$ cat src/rtl/led_status_ctrl.sv
// ---------------------------------------------------------------------------
// led_status_ctrl
// Drives a status LED bar for a small game.  The bar is split into three
// fields: a one-hot game-state field at the top, a chase field in the middle
// that runs a single lit bit while the game is won, and a direction field in
// the low nibble.  Every game-state change first flashes the whole bar on and
// off for FLASH_TICKS blink ticks before the normal fields are shown again.
//
// Parameters
//   LED_W       : LED vector width (at least 12)
//   DIV         : clocks per blink tick (at least 2)
//   FLASH_TICKS : tick intervals spent flashing after a state change (>= 1)
//
// Ports
//   clk    : system clock, all registers update on its rising edge
//   rst_n  : asynchronous active-low reset
//   state  : game state (0 START, 1 PLAY, 2 LOSE, 3 WIN)
//   mode   : direction code
//   led    : LED drive, decoded from registers only
// ---------------------------------------------------------------------------
module led_status_ctrl #(
   parameter int LED_W       = 16,
   parameter int DIV         = 25_000_000,
   parameter int FLASH_TICKS = 4
) (
   input  logic             clk,
   input  logic             rst_n,
   input  logic [1:0]       state,
   input  logic [3:0]       mode,
   output logic [LED_W-1:0] led
);

   localparam int CW = $clog2(DIV);
   localparam int FW = $clog2(FLASH_TICKS + 1);
   localparam int PW = $clog2(LED_W);

   localparam logic [1:0] ST_START = 2'd0;
   localparam logic [1:0] ST_WIN   = 2'd3;

   typedef enum logic {
      IDLE  = 1'b0,
      FLASH = 1'b1
   } fsm_e;

   fsm_e            fsm_q;
   fsm_e            fsm_d;
   logic [1:0]      state_q;
   logic [3:0]      mode_q;
   logic [CW-1:0]   cnt;
   logic            blink;
   logic [PW-1:0]   ptr;
   logic [FW-1:0]   fcnt;
   logic [FW-1:0]   fcnt_d;
   logic            flash_on;
   logic            flash_on_d;
   logic            chg;
   logic            tick;

   assign chg  = (state != state_q);
   assign tick = (cnt == CW'(DIV - 1));

   // Input sampling: the LED decode only ever looks at these copies, so the
   // outputs trail the inputs by exactly one clock and have no input path.
   always_ff @(posedge clk or negedge rst_n) begin
      if (!rst_n) begin
         state_q <= ST_START;
         mode_q  <= 4'b0000;
      end else begin
         state_q <= state;
         mode_q  <= mode;
      end
   end

   // Prescaler, blink phase and chase pointer.  A state change restarts the
   // prescaler so the flash always gets full-length tick intervals; the blink
   // phase is left alone on that edge.  The pointer is frozen while flashing
   // so the chase starts at bit 4 once the flash ends.
   always_ff @(posedge clk or negedge rst_n) begin
      if (!rst_n) begin
         cnt   <= '0;
         blink <= 1'b0;
         ptr   <= PW'(4);
      end else begin
         if (chg || tick) begin
            cnt <= '0;
         end else begin
            cnt <= cnt + CW'(1);
         end
         if (tick && !chg) begin
            blink <= ~blink;
         end
         if (chg && (state == ST_WIN)) begin
            ptr <= PW'(4);
         end else if (!chg && tick && (fsm_q == IDLE) && (state_q == ST_WIN)) begin
            ptr <= (ptr == PW'(LED_W - 5)) ? PW'(4) : ptr + PW'(1);
         end
      end
   end

   // Flash FSM state register.
   always_ff @(posedge clk or negedge rst_n) begin
      if (!rst_n) begin
         fsm_q    <= IDLE;
         fcnt     <= '0;
         flash_on <= 1'b0;
      end else begin
         fsm_q    <= fsm_d;
         fcnt     <= fcnt_d;
         flash_on <= flash_on_d;
      end
   end

   // Flash FSM next state.  A state change (re)arms the flash from either
   // state; in FLASH each tick counts down and toggles the bar, and the tick
   // that sees the last interval returns to IDLE.
   always_comb begin
      fsm_d      = fsm_q;
      fcnt_d     = fcnt;
      flash_on_d = flash_on;
      if (chg) begin
         fsm_d      = FLASH;
         fcnt_d     = FW'(FLASH_TICKS);
         flash_on_d = 1'b1;
      end else if ((fsm_q == FLASH) && tick) begin
         fcnt_d     = fcnt - FW'(1);
         flash_on_d = ~flash_on;
         if (fcnt == FW'(1)) begin
            fsm_d = IDLE;
         end
      end
   end

   // LED decode.  The flash overrides everything; otherwise the three fields
   // are assembled from the sampled state, mode, blink phase and pointer.
   always_comb begin
      led = '0;
      if (fsm_q == FLASH) begin
         led = flash_on ? '1 : '0;
      end else begin
         case (mode_q)
            4'b0000: led[3:0] = 4'b1111;
            4'b0010: led[3:0] = 4'b1000;
            4'b1000: led[3:0] = 4'b0100;
            4'b0001,
            4'b0011,
            4'b0101: led[3:0] = 4'b0010;
            4'b0100,
            4'b0110,
            4'b0111: led[3:0] = 4'b0001;
            default: led[3:0] = 4'b0000;
         endcase
         case (state_q)
            2'd0:    led[LED_W-1] = 1'b1;
            2'd1:    led[LED_W-2] = 1'b1;
            2'd2:    led[LED_W-3] = blink;
            default: led[LED_W-4] = 1'b1;
         endcase
         if (state_q == ST_WIN) begin
            for (int i = 4; i <= LED_W - 5; i++) begin
               led[i] = (ptr == PW'(i));
            end
         end
      end
   end

endmodule
$ cat config.mk
export PLATFORM = sky130hd
export DESIGN_NAME = led_status_ctrl
export DESIGN_NICKNAME = d
export VERILOG_FILES = /design/src/rtl/led_status_ctrl.sv
export SDC_FILE = /design/constraint.sdc
export NUM_CORES = 1
export LEC_CHECK = 0
export CAP_MARGIN = 5
export CORE_UTILIZATION = 50
export DETAILED_ROUTE_END_ITERATION = 6
export GPL_TIMING_DRIVEN = 0
export PLACE_DENSITY = 0.75
export SLEW_MARGIN = 40
export SYNTH_ARGS = -nofsm -noshare
export SYNTH_HDL_FRONTEND = slang
export SYNTH_SLANG_ARGS = --single-unit
export TNS_END_PERCENT = 100
$ cat constraint.sdc
create_clock -name clk -period 1.7 [get_ports clk]
set_input_delay 0.255 -clock clk [delete_from_list [all_inputs] [get_ports clk]]
set_output_delay 0.255 -clock clk [all_outputs]
set_load 0.005 [all_outputs]
### After elaboration in Yosys (flattened, before gate mapping)

Memory sizes are Yosys's and may differ from the RTL's.
Cells that the tools add are included.

* memory bits (writable): 0
* latch bits: 0
* word-level logic and storage cells: 61
* bits in registers: 41
* memories: 1
* bits in read-only memories: 64

Memories
* (name not given): words 16, bits a word 4, rd ports 1, clocked after Yosys merged registers in 0, wr ports 0, line 140 `case (mode_q)`

* bitwise logic cells: 3
* equality and inequality tests: 15
* reductions and logical operators: 13
* magnitude comparators: 0
* muxes and demuxes: 18
* multiply operators: 0
* shifts and indexed selects: 0
* div/mod/pow operators: 0
* $add $sub $neg: 3

Operators by type and width (count)
* 16-bit two-way mux: 2
* 25-bit by 1-bit adder with 25-bit output, second input constant: 1
* 25-bit == test, second input constant: 1
* 25-bit two-way mux: 1
* 4-bit by 3-bit == test with 1-bit output, second input constant: 4
* 4-bit == test, second input constant: 4
* 4-bit two-way mux: 3
* 1-bit two-way mux: 9
* 8-bit two-way mux: 1
* 2-bit == test, second input constant: 3
* 3-bit two-way mux: 2
* 2-bit nonzero test: 3
* 1-bit logical AND: 5
* 4-bit by 1-bit adder with 4-bit output, second input constant: 1
* 3-bit by 1-bit == test with 1-bit output, second input constant: 1
* 1-bit inverter: 3
* 3-bit OR reduction: 1
* 3-bit by 1-bit subtractor with 3-bit output, second input constant: 1
* 2-bit by 1-bit == test with 1-bit output, second input constant: 1
* 2-bit zero test: 1
* 2-bit != test: 1
* 2-bit AND reduction: 1
* 1-bit zero test: 1
* 1-bit logical OR: 1

### Depth between registers and ports, before layout

* word-level depth: 7
* gate-level depth with buffers: 7
* depth with buffers taken out: 5

### Worst setup path before layout

No wires, ideal clock.

* path type: register -> register
* start point: register cnt[0]
* end point: register cnt[3]
* cell stages (with the launch flop): 8
* path slack: -51 ps
* setup time: 121 ps
* data arrival time: 1630 ps
* data required time: 1579 ps
* cell sequence: dfrtp_1 > ha_1 > and4_1 > buf_2 > nand4_2 > o21ai_2 > buf_2 > nor2_1

* longest elaborated chain between the ends: 3
* elaborated cells between the ends (all ways): 4
* classes of those cells: add/sub: 1; eq/ne: 1; mux: 1; reduce/logical: 1

Ends and longest elaborated chain
* from (decl): line 49 `logic [CW-1:0] cnt;`
* from (signal assigned): line 87 `cnt <= cnt + CW'(1);`
* parallel branches: the longest is 2 deep, another holds 25-bit by 1-bit adder with 25-bit output
* 25-bit two-way mux *: line 84 `if (chg || tick) begin`

Every way passes the cells marked *.
A chain may end at the register's enable or synchronous reset.

### Final worst setup path

* start point: register fsm_q
* end point: output led[5]

* longest elaborated chain between the ends: 1

Ends and longest elaborated chain
* from (decl): line 45 `fsm_e fsm_q;`
* from (signal assigned): line 107 `fsm_q <= fsm_d;`
* 16-bit two-way mux: line 137 `if (fsm_q == FLASH) begin`
* to (decl): line 30 `output logic [LED_W-1:0] led`

No other way between the ends.

==> impl_metrics.toml <==
[run_status]
outcome = "complete, but fails checks"
violated_checks = "setup timing"

[synth]
synth.net_count = 258
yosysSeqAreaShare_pct = 44.79
primary_ff_master_synth = "dfrtp_1"
synth_async_sr_flop_share_pct = 100.0
synthesis.yosys.warnings = 0
synth.cell_area_mm2 = 0.002293
synth_area_per_inst_um2 = 9.438
count_of_flip_flops_with_a_built_in_enable_after_synthesis = 0
synthesis.instances = 243
postSynthRegisterBits = 41
synth_cell_type_count = 38

[power]
p_int_mw = 1.371
power.net_switching_mw = 0.4636
p_sw_share_pct = 25.27
worst_ir_drop_vdd_mv = 0.5482
power_frac_seq_pct = 54.5
pwr-share-clk_pct = 34.5
power_density_mw_per_mm2 = 531.0
lkg_pwr_nw = 1.383
power_frac_comb_pct = 11.0

[clock_network]
cts_made_buffers = 5
cts.reportedPaths.clkPinSlew_ps = 90
cts_num_sinks = 41
h-tree-depth = 2
clockBufferDepth = 2
clkLatencyLatePin_ps = 310
tritoncts = "yes"
clockRootBuffer = "clkbuf_8"

[floorplanning]
core.rowCount = 24
initial_utilization_pct = 52.31
floorplan.die.height_um = 69.73
core_mm2 = 0.004384
io_pins = 24
die_width_um = 69.73
dieArea_mm2 = 0.004862

[global_routing]
sum_of_overflow_across_all_layers_after_global_routing = 0
globalRouteMet3Util_pct = 5.669
initial_antenna_violation_count = 0
gr-usage-all-layers_pct = 24.56
top_usage_layer = "met2"
grt_max_degree = 42
grt_pass1_vias = 2015
met2_usage_pct = 42.07
global_route_met1_usage_pct = 30.84
grt_first_pass_wirelength_um = 9494

[layout]
footprint_of_the_multi_input_gates_mm2 = 0.001513
design.final.nets = 340
n_antenna_cell = 0
layout.core_utilization_pct = 78.82
area.sequential_mm2 = 0.001033
fraction_of_layout_cells_with_a_size_suffix_above_1_pct = 44.48
synthToLayoutAreaGrowth_pct = 50.68
fillers = 244

[place]
dpl.hpwl_um = 3295
globalplace.congestion = 0.7800
port-buffer-count = 23

[timing]
final.period_utilization_pct = 114.7
achievable-frequency_ghz = 0.5128
finalSetupViolCount = 44
tightestPinTransition_ps = 543.6
tns_ps = -4403
maxSlewViolCount = 0
timing.max_slew.rel_slack_pct = 63.76
skew_ps = 15.55
final_hold_viol_count = 0
period_needed_ps = 1950
grt_setup_unrepaired = "yes"
timing.final.ws_setup_ps = -250.0

[setup_path]
critical_path.cell_chain = "nand3b_1, nor3b_2, buf_4, buf_6, nand2_1, nand2_1, buf_2"
r2r_setup_slack_ps = -130
timing.critical_path.fanout_max = 3
criticalPathCategory = "flip-flop to primary output"
timing.critical_path.slowest_cell_delay_ps = 420
reg2reg_from = "cnt[0]$_DFF_PN0_"
timing.critical_path.from_type = "flip-flop"
crit_family = "simple AND/OR/NAND/NOR gates"
critPathBufInv = 3
cp_data_required_time_ps = 1440
crit_arrival_ps = 1690
critPathCaptureType = "primary output"
worst_path_max_delay_cell = "dfrtp_1"
critical-path-top-cell-by-count = "nand2_1"
setup.worst_path.start = "fsm_q$_DFFE_PN0P_"

[route]
detailedRoute.firstPassIterationCount = 4
drt.antenna.violating_nets = 0
route.vias.total = 2262
drt-wirelength-per-cell_um = 17.97
route.final.wire_length_um = 6792
dr.first_iter.drc_count = 195
vias_per_cell = 5.984
post-route-drc-count = 0

[hold_path]
hp-start = "mode[0]"
worst_min_path_class = "input pin to flip-flop"

[flow_run]
drv.max_cap_violation_count = 0
==> Yosys cell counts (3+ instances only) <==
| cell type | number | share of area (%) |
|---|---|---|
| clkbuf_1 | 4 | 0.65 |
| or4_1 | 7 | 2.3 |
| and2_1 | 3 | 0.82 |
| a21oi_1 | 13 | 2.8 |
| mux2i_1 | 5 | 2.2 |
| o31ai_1 | 11 | 3.6 |
| inv_1 | 9 | 1.5 |
| dfrtp_1 | 40 | 44 |
| and4_1 | 6 | 2.3 |
| nand4_1 | 7 | 1.9 |
| nand2_1 | 36 | 5.9 |
| or3_1 | 5 | 1.4 |
| ha_1 | 7 | 3.8 |
| buf_2 | 4 | 0.87 |
| xnor2_1 | 5 | 1.9 |
| nand3_1 | 13 | 2.8 |
| o21ai_0 | 7 | 1.5 |
| nand4_2 | 3 | 1.6 |
| and3_1 | 4 | 1.1 |
| nor2_1 | 19 | 3.1 |
| xor2_1 | 12 | 4.6 |
==> layout make-up <==
type,count,share of cell area (%)
Multi-Input combinational cell,185,43.77
Sequential cell,41,29.91
Timing Repair Buffer,77,18.97
Clock buffer,8,2.317
Buffer,6,2.172
Tap cell,52,1.883
Inverter,9,0.9776
==> flip-flops by register name, indices dropped and copies added (netlist names) <==
name / count
blink: 1
fcnt: 3
state_q: 2
flash_on: 1
cnt: 25
fsm_q: 1
ptr: 4
mode_q: 4
==> what timing repair did <==
item,CTS,global route
buffers inserted,37,15
gates resized for setup,87,77
hold buffers,1,0
pin swaps,23,28
endpoints found under the hold margin,40,0
endpoints found under the setup margin,48,47
gates cloned,1,2
==> cells in the final DEF (no fill, tap or decap), drive strengths merged, types with 7 or more instances in the layout <==
master,netlist,final
a21oi,13,13
buf,5,74
clkbuf,4,8
dfrtp,40,40
ha,7,7
inv,9,9
nand2,36,36
nand3,13,13
nand4,10,11
nor2,19,19
o21ai,8,8
o31ai,11,11
or4,7,7
xor2,12,12
==> power by group through the flow <==
stage / clock (mW) / sequential, mW / combinational, mW
global route: 0.694 / 1.00 / 0.215
detailed placement: 0 / 1.02 / 0.108
finish: 0.632 / 1.00 / 0.202
floorplan: 0 / 1.01 / 0.0555
global placement: 0 / 1.01 / 0.108
CTS: 0.633 / 0.999 / 0.132
==> per-stage QoR <==
stage                     power (mW)  hold WS [ps]  instances  instance area (µm²)  worst slack, ps
after floorplan                1.068        -40.59        243                 2318            9.847
after global placement         1.122         466.4        318                 2614           -696.3
after detailed placement       1.123         271.3        318                 2611           -566.8
after CTS                      1.763         382.8        363                 3047           -180.7
after global routing           1.911         363.7        378                 3456           -335.3
final                          1.835         380.4        378                 3456           -250.0
==> cell families (layout without fill, tap and decap cells) <==
kind of cell,count (synthesis),after routing,synth area share (%)
and+or+nand+nor,117,118,28.81
adders and majority gates,8,8,4.255
xor gates and xnor gates,17,17,6.492
AOI/OAI and AO/OA,37,37,9.984
DFF,41,41,44.79
buffers and inverters,18,100,3.491
muxes,5,5,2.182
==> routing by layer <==
layer,vias up,wire (µm),share of wire (%)
li1,1040,-,-
met1,1129,2720,40
met2,75,3601,53
met3,18,280,4.1
met4,0,189,2.8
met5,-,0,0
==> worst paths after layout <==
check,to,depth (start not counted)
worst max-delay path,led[5],7
worst min-delay path,mode_q[0]$_DFF_PN0_,1
worst max register to register,cnt[4]$_DFF_PN0_,8
worst min register to register,blink$_DFFE_PN0P_,1
max in group asynchronous,cnt[6]$_DFF_PN0_,2
min in group asynchronous,blink$_DFFE_PN0P_,2
==> worst reg2reg max path, delay by kind of cell, from the launching register on <==
kind | cells | cell delay (ps)
simple gates | 3 | 430
buf+inv | 3 | 410
flops | 1 | 360
compound gates | 1 | 330
fa+ha+maj | 1 | 190
No activity file was read; power rests on OpenSTA's default activity.
